<file path="src/rtl/uart_rx_fifo.sv">
// UART receive FIFO with CPU register interface and a two-state interrupt
// request FSM. All state updates on the falling edge of clk; rst is async.
//
// Handshake: receive_flag is edge-detected, so a single-cycle pulse or a
// level held high for many cycles both count as exactly one byte. The CPU
// pops with a read strobe at address 253 and acknowledges/clears overflow
// with a write strobe at address 252; write data is not used.
module uart_rx_fifo #(
  parameter int DEPTH = 8,
  parameter int AW    = 3
) (
  input  logic          clk,
  input  logic          rst,
  input  logic [7:0]    rx_data,
  input  logic          receive_flag,
  input  logic [7:0]    access_addr,
  input  logic          reg_w_en,
  input  logic          reg_r_en,
  output logic [7:0]    rd_data,
  output logic [AW:0]   count,
  output logic          empty,
  output logic          full,
  output logic          overflow,
  output logic          int_req,
  output logic          state_dbg
);

  localparam logic [7:0]  ADDR_ACK = 8'd252;
  localparam logic [7:0]  ADDR_RD  = 8'd253;
  localparam logic [AW:0] DEPTH_C  = (AW+1)'(DEPTH);

  typedef enum logic {IDLE = 1'b0, PENDING = 1'b1} state_t;

  // rf_q holds receive_flag from the previous falling edge
  logic          rf_q, rf_d;
  logic [AW-1:0] wptr_q, wptr_d;
  logic [AW-1:0] rptr_q, rptr_d;
  logic [AW:0]   count_q, count_d;
  logic          overflow_q, overflow_d;
  state_t        state_q;
  logic          int_req_q;
  logic [7:0]    mem [DEPTH];

  logic push_req, pop, ack, push_ok, drop, empty_w, full_w;

  // Decode strobes and compute next-state values for the FIFO datapath
  always_comb begin
    empty_w  = (count_q == '0);
    full_w   = (count_q == DEPTH_C);
    push_req = receive_flag & ~rf_q;
    pop      = reg_r_en & (access_addr == ADDR_RD) & ~empty_w;
    ack      = reg_w_en & (access_addr == ADDR_ACK);
    // A pop on the same edge frees the slot, so a push into a full FIFO is kept
    push_ok  = push_req & (~full_w | pop);
    drop     = push_req & full_w & ~pop;

    rf_d   = receive_flag;
    wptr_d = push_ok ? wptr_q + 1'b1 : wptr_q;
    rptr_d = pop ? rptr_q + 1'b1 : rptr_q;

    count_d = count_q;
    case ({push_ok, pop})
      2'b10:   count_d = count_q + (AW+1)'(1);
      2'b01:   count_d = count_q - (AW+1)'(1);
      default: count_d = count_q;
    endcase

    // A drop on the same edge as the clear leaves the flag set
    overflow_d = overflow_q;
    if (ack)  overflow_d = 1'b0;
    if (drop) overflow_d = 1'b1;
  end

  // Datapath registers
  always_ff @(negedge clk or posedge rst) begin
    if (rst) begin
      rf_q       <= 1'b1;
      wptr_q     <= '0;
      rptr_q     <= '0;
      count_q    <= '0;
      overflow_q <= 1'b0;
    end else begin
      rf_q       <= rf_d;
      wptr_q     <= wptr_d;
      rptr_q     <= rptr_d;
      count_q    <= count_d;
      overflow_q <= overflow_d;
    end
  end

  // Storage array; contents are never visible while empty so no reset
  always_ff @(negedge clk) begin
    if (push_ok) mem[wptr_q] <= rx_data;
  end

  // Interrupt FSM; decisions use registered status so an ack always
  // produces at least one low cycle on int_req
  always_ff @(negedge clk or posedge rst) begin
    if (rst) begin
      state_q   <= IDLE;
      int_req_q <= 1'b0;
    end else begin
      case (state_q)
        IDLE: begin
          if (~empty_w | overflow_q) begin
            state_q   <= PENDING;
            int_req_q <= 1'b1;
          end
        end
        PENDING: begin
          if (ack) begin
            state_q   <= IDLE;
            int_req_q <= 1'b0;
          end
        end
        default: begin
          state_q   <= IDLE;
          int_req_q <= 1'b0;
        end
      endcase
    end
  end

  // Output drive
  always_comb begin
    rd_data   = empty_w ? 8'h00 : mem[rptr_q];
    count     = count_q;
    empty     = empty_w;
    full      = full_w;
    overflow  = overflow_q;
    int_req   = int_req_q;
    state_dbg = state_q;
  end

endmodule

</file>
<file path="config.mk">
export PLATFORM = sky130hd
export DESIGN_NAME = uart_rx_fifo
export DESIGN_NICKNAME = d
export VERILOG_FILES = /design/src/rtl/uart_rx_fifo.sv
export SDC_FILE = /design/constraint.sdc
export NUM_CORES = 1
export LEC_CHECK = 0
export CORE_UTILIZATION = 30
export CTS_CLUSTER_SIZE = 8
export DETAILED_ROUTE_END_ITERATION = 16
export DONT_BUFFER_PORTS = 1
export GPL_TIMING_DRIVEN = 0
export PLACE_DENSITY = 0.45
export RECOVER_POWER = 50
export SLEW_MARGIN = 20
export SYNTH_ARGS = -nofsm -noshare
export SYNTH_HDL_FRONTEND = slang
export SYNTH_SLANG_ARGS = --single-unit
</file>
<file path="constraint.sdc">
create_clock -name clk -period 2.8 [get_ports clk]
set_clock_uncertainty 0.2 [all_clocks]
set_input_delay 0.56 -clock clk [delete_from_list [all_inputs] [get_ports clk]]
set_output_delay 0.56 -clock clk [all_outputs]
set_load 0.02 [all_outputs]
</file>
==> results of run 1 <==
==> cell families after synthesis <==
| logic type | after synthesis | share of synthesized area |
|---|---|---|
| DFF | 78 | 0.708 |
| and+or+nand+nor | 36 | 0.0666 |
| muxes | 19 | 0.123 |
| AOI/OAI and AO/OA | 16 | 0.0390 |
| buffers and inverters | 11 | 0.0195 |
| xor gates and xnor gates | 9 | 0.0246 |
| adders and majority gates | 5 | 0.0195 |
==> report_power, final <==
part           switching [mW]  internal, mW
Combinational           0.382         0.348
Clock                   0.629         0.438
Sequential              0.190          1.41
==> routing by layer <==
metal | vias up | share of wire | routed length (um)
li1 | 890 | - | -
met1 | 1026 | 0.40 | 2930
met2 | 43 | 0.55 | 4030
met3 | 9 | 0.044 | 322
met4 | 0 | 0.0090 | 66
met5 | - | 0 | 0
==> sequential cells by signal, summed over array words and instances, names as in the netlist <==
signal and flops:
count 4, int_req 1, mem 64, overflow 1, rf_q 1, rptr_q 3
state_dbg 1, wptr_q 3
==> per-stage QoR <==
| stage | setup WS [ns] | power (mW) | util | TNS (ns) |
|---|---|---|---|---|
| after floorplan | -1.07 | 2.21 | - | -64.89 |
| after global placement | -1.37 | 2.32 | 0.344 | -89.59 |
| after detailed placement | -1.40 | 2.36 | 0.344 | -90.33 |
| after CTS | -1.42 | 3.43 | 0.412 | -48.63 |
| after global routing | -1.42 | 3.61 | 0.422 | -51.39 |
| final | -1.38 | 3.39 | 0.422 | -48.17 |
==> layout make-up <==
| type | instances | area share |
|---|---|---|
| flip-flops and latches | 78 | 0.520 |
| clock inverters | 72 | 0.0652 |
| well taps | 136 | 0.0389 |
| plain buffers | 5 | 0.0126 |
| inverters | 4 | 0.00544 |
| multi-input cells | 85 | 0.261 |
| repair buffers | 25 | 0.0684 |
| clock buffers | 9 | 0.0283 |
==> critical path, cell delays in order, from the launching register on <==
cell	delay (ns)
dfrtn_1	0.44
buf_6	0.16
or4_4	0.55
and2_4	0.23
a22o_4	0.29
==> repair_timing <==
item | in CTS | in global routing
setup endpoints to repair | 91 | 93
setup buffers | 19 | 8
pin swaps | 18 | 15
gates cloned | 0 | 0
gates resized for setup | 27 | 13
==> cells in the final DEF (no fill, tap or decap), types with 4 or more instances in the layout <==
cell type / instances
a22o_4: 8
buf_12: 6
buf_4: 8
buf_6: 15
clkbuf_8: 9
dfrtn_1: 13
edfxtp_1: 64
inv_1: 69
mux4_2: 16
nor2_4: 8
xnor2_1: 4
==> how the worst max path moves through the flow <==
| stage | startpoint | end | slack, ns | depth (start not counted) |
|---|---|---|---|---|
| floorplan | access_addr[4] | count[2] | -1.07 | 10 |
| global placement | rptr_q[1] | rd_data[3] | -1.37 | 4 |
| detailed placement | rptr_q[1] | rd_data[3] | -1.40 | 4 |
| CTS | count[1] | rd_data[4] | -1.42 | 4 |
| global route | count[1] | rd_data[6] | -1.42 | 4 |
| finish | count[1] | rd_data[6] | -1.38 | 4 |
==> qor.csv, run 1 <==
metric,value,unit
status,finished with violations,
failed_checks,negative setup slack,
ant_nets,0,
ys_types,38,
grt_pass1_vias,2206,
grt_use_met1,0.144,
setup_viol,94,
grt_max_degree,15,
syn_area_per_cell,18.5,um^2
drt_wl_total,7360,um
die_x,105,um
worst_slew_pin_slew,0.565,ns
ys_warn_count,0,
ir_drop,0.000374,V
grt_pass1_wl,11300,um
vias,1968,
grt_util_all_layers,0.141,
start_kind,flop,
rr_worst_depth,13,
max_slew_margin,0.623,
crit_path_end_kind,output port,
synth_top_area_share,0.599,
dp_hpwl,4400,um
dieHeight,105,um
initial_core_util,0.310,
num_rows,37,
synth_edf_count,64,
cp_max_fo,8,
core-area,10400,um^2
synth_area_leaders,"edfxtp_1 (60%), mux4_2 (11%), dfrtn_1 (10%), ha_1 (1.9%), a22o_1 (1.9%)",
drv_cap,0,
leakagePower,1.74,nW
cts_tree,built,
placedInstanceArea,3560,um^2
cp.arrival,3.42,ns
min-delay-start,rptr_q[2],
grt_setup_unrepaired,yes,
use_met3,0.0544,
htreeDepth,3,
postSynthNetCount,200,
async_flop_share,0.179,
gp_congestion,0.768,
num_io_pins,38,
insertion_delay,0.39,ns
hold_depth,1,
fin_ws,-1.38,ns
dieArea,11100,um^2
hold_path_class,flop to flop,
path_class,flop to output port,
power_per_cell_area,776,nW/um^2
clk_pin_slew_worst_paths,0.06,ns
synthToLayoutAreaGrowth,36.2,%
numCtsBuffers,9,
yosys.area.top_type,edfxtp_1,
placed_cells,310,
slew_violations,0,
clockBufferDepth,2,
portBuffers,0,
fin_area,4370,um^2
yosysSeqAreaShare,0.708,
drive_gt1_frac,0.371,
drt_iter0_drc,88,
fin_cells,414,
multi_input_area,1140,um^2
syn_inst,174,
synth_most_common_cell,edfxtp_1,
clock_sinks,78,
remaining_drc_errors,0,
drt-wirelength-per-cell,17.8,um
holdPathEnd,rptr_q[2],
root_buffer,clkbuf_8,
synthTopCellsByCount,"edfxtp_1 (64), mux4_2 (16), dfrtn_1 (13)",
globalRouteMet2Util,0.245,
regToRegEndpoint,count[2],
antenna_found_initial,0,
busiest_layer,met2,
cp_data_required_time,2.04,ns
syn_area,3210,um^2
synth_flop_cell,edfxtp_1,
dr.pass1.iters,5,
ff2ff_setup_slack,-0.14,ns
hold_viol,0,
overflow,0,
diodes,0,
fin_nets,299,
ys_ff_latch,78,
ctsHoldBuffers,0,
timing.rr.start,count[1],
seq_area,2270,um^2
num-fill-cells,990,
viasPerCell,4.75,
holdWs,0.277,ns
(Power assumes the default switching activity.)
==> run 2: changes to the inputs <==
Settings changed: CORE_MARGIN set to 3.
Clock period 2.8 ns to 3.4 ns, I/O delays scaled along.
==> run 2 against run 1 <==
  * The flow still finishes with violations (negative setup slack)
  * Worst setup slack better by 0.18 ns
  * Non-clock buffer count rose by 2
  * Sequential power decreased by 18%
  * Power decreased by 16%
  * Design area grew 0.54%
  * Critical path type unchanged
  * Largest power group unchanged
==> qor.csv, run 2 (synthesis gave the netlist of run 1 again) <==
metric,value,unit,change
dp_hpwl,4360,um,-0.85%
diodes,0,,unchanged
max_stage_delay,0.55,ns,about the same
drt_iter0_drc,156,,+77%
grt_pass1_vias,2204,,-0.091%
initial_core_util,0.310,,unchanged
htreeDepth,3,,unchanged
core-area,10400,um^2,unchanged
fin_ws,-1.20,ns,+0.181 ns
dr.pass1.iters,4,,-1
ctsHoldBuffers,0,,unchanged
portBuffers,0,,unchanged
drive_gt1_frac,0.371,,+0.000925
tns,-34.35,ns,+13.82 ns
setup_viol,87,,-7.4%
root_buffer,clkbuf_8,,
place_ws,-1.22,ns,+0.172 ns
min-delay-start,rptr_q[2],,
fin_cells,416,,+0.48%
cp.buffers_inverters,1,,unchanged
top_register,mem,,
ir_drop,0.000333,V,-11%
max_slew_margin,0.625,,+0.00194
ff2ff_setup_slack,0.43,ns,+0.57 ns
numCtsBuffers,9,,unchanged
hold_path_class,flop to flop,,
final_cell_mix,"inv_1 (68), edfxtp_1 (64), mux4_2 (16), buf_6 (14), dfrtn_1 (13)",,
path_class,flop to output port,,
power_per_cell_area,651,nW/um^2,-16%
num_io_pins,38,,unchanged
leakagePower,1.77,nW,+1.6%
status,finished with violations,,
cp_slowest_cell,or4_4,,
synthToLayoutAreaGrowth,36.9,%,
grt_util_all_layers,0.135,,-0.00539
layout_commonest_cell,inv_1,,
placed_cells,310,,unchanged
dieHeight,109,um,+3.8%
drv_cap,0,,unchanged
crit_path_end_kind,output port,,
drt-wirelength-per-cell,18.0,um,+1.3%
fin_area,4400,um^2,+0.54%
grt_setup_unrepaired,yes,,
cts_tree,built,,
remaining_drc_errors,0,,unchanged
overflow,0,,unchanged
grt_pass1_wl,11500,um,+1.5%
hold_depth,1,,unchanged
holdWs,0.284,ns,+0.00746 ns
failed_checks,negative setup slack,,
placedInstanceArea,3560,um^2,unchanged
rr_worst_depth,13,,unchanged
fin_util,0.424,,+0.00229
cp_max_fo,8,,unchanged
viasPerCell,4.75,,-0.13%
insertion_delay,0.39,ns,about the same
largest_reg_flops,64,,unchanged
die_x,109,um,+3.8%
dieArea,12000,um^2,+7.7%
gp_congestion,0.780,,+1.6%
crit_family,simple AND/OR/NAND/NOR gates,,
p_total,2.86,mW,-16%
cp.arrival,3.72,ns,+0.30 ns
start_kind,flop,,
ant_nets,0,,unchanged
drt_wl_total,7490,um,+1.8%
clockBufferDepth,2,,unchanged
timing.rr.start,count[1],,
worst_slew_pin_slew,0.560,ns,-0.00465 ns
vias,1975,,+0.36%
regToRegEndpoint,count[2],,
clock_sinks,78,,unchanged
fin_nets,301,,+0.67%
hold_viol,0,,unchanged
antenna_found_initial,0,,unchanged
holdPathEnd,rptr_q[2],,
num_rows,37,,unchanged
cp_cell_sequence,"buf_6, or4_4, and2_4, a22o_4",,
slew_violations,0,,unchanged
cp_data_required_time,2.52,ns,+0.48 ns
grt_max_degree,15,,unchanged
clk_pin_slew_worst_paths,0.06,ns,about the same
==> run 2: changes by cell type in the layout (fill, tap and decap cells not counted), sizes merged <==
cell | previous run | this run
buf | 29 | 31
clkinv | 1 | 0
inv | 72 | 73
==> run 2: area by class of cell <==
class	instances	area (um^2)
fill	981	5970
sequential	78	2270
multi-input combinational	85	1130
timing repair buffer	27	335
clock inverter	72	284
tap	136	170
clock buffer	9	124
buffer	5	55.1
inverter	4	22.5
==> run 2: power breakdown <==
| group | switching [mW] | internal [mW] |
|---|---|---|
| logic | 0.328 | 0.331 |
| clock network | 0.523 | 0.360 |
| registers | 0.159 | 1.16 |
| total | 1.01 | 1.85 |
==> run 2: worst max path at each step <==
stage                         from  depth (start not counted)    endpoint  slack (ns)
floorplan           access_addr[4]                         10    count[2]       -0.89
global placement         rptr_q[1]                          4  rd_data[3]       -1.21
detailed placement       rptr_q[1]                          4  rd_data[3]       -1.22
CTS                       count[1]                          4  rd_data[1]       -1.25
global route              count[1]                          4  rd_data[1]       -1.25
finish                    count[1]                          4  rd_data[1]       -1.20
==> run 2: what timing repair did <==
| action | 4_1_cts | 5_1_grt |
|---|---|---|
| gates resized for setup | 23 | 15 |
| endpoints found under the setup margin | 86 | 90 |
| setup buffers | 21 | 8 |
| pin swaps | 19 | 14 |
==> run 2: metal layers <==
layer / global-route usage / vias up / part of all wire
met5: 0 / - / 0
met1: 0.155 / 1008 / 0.40
met4: 0.0793 / 0 / 0.025
li1: - / 892 / -
met2: 0.203 / 57 / 0.51
met3: 0.0705 / 18 / 0.064
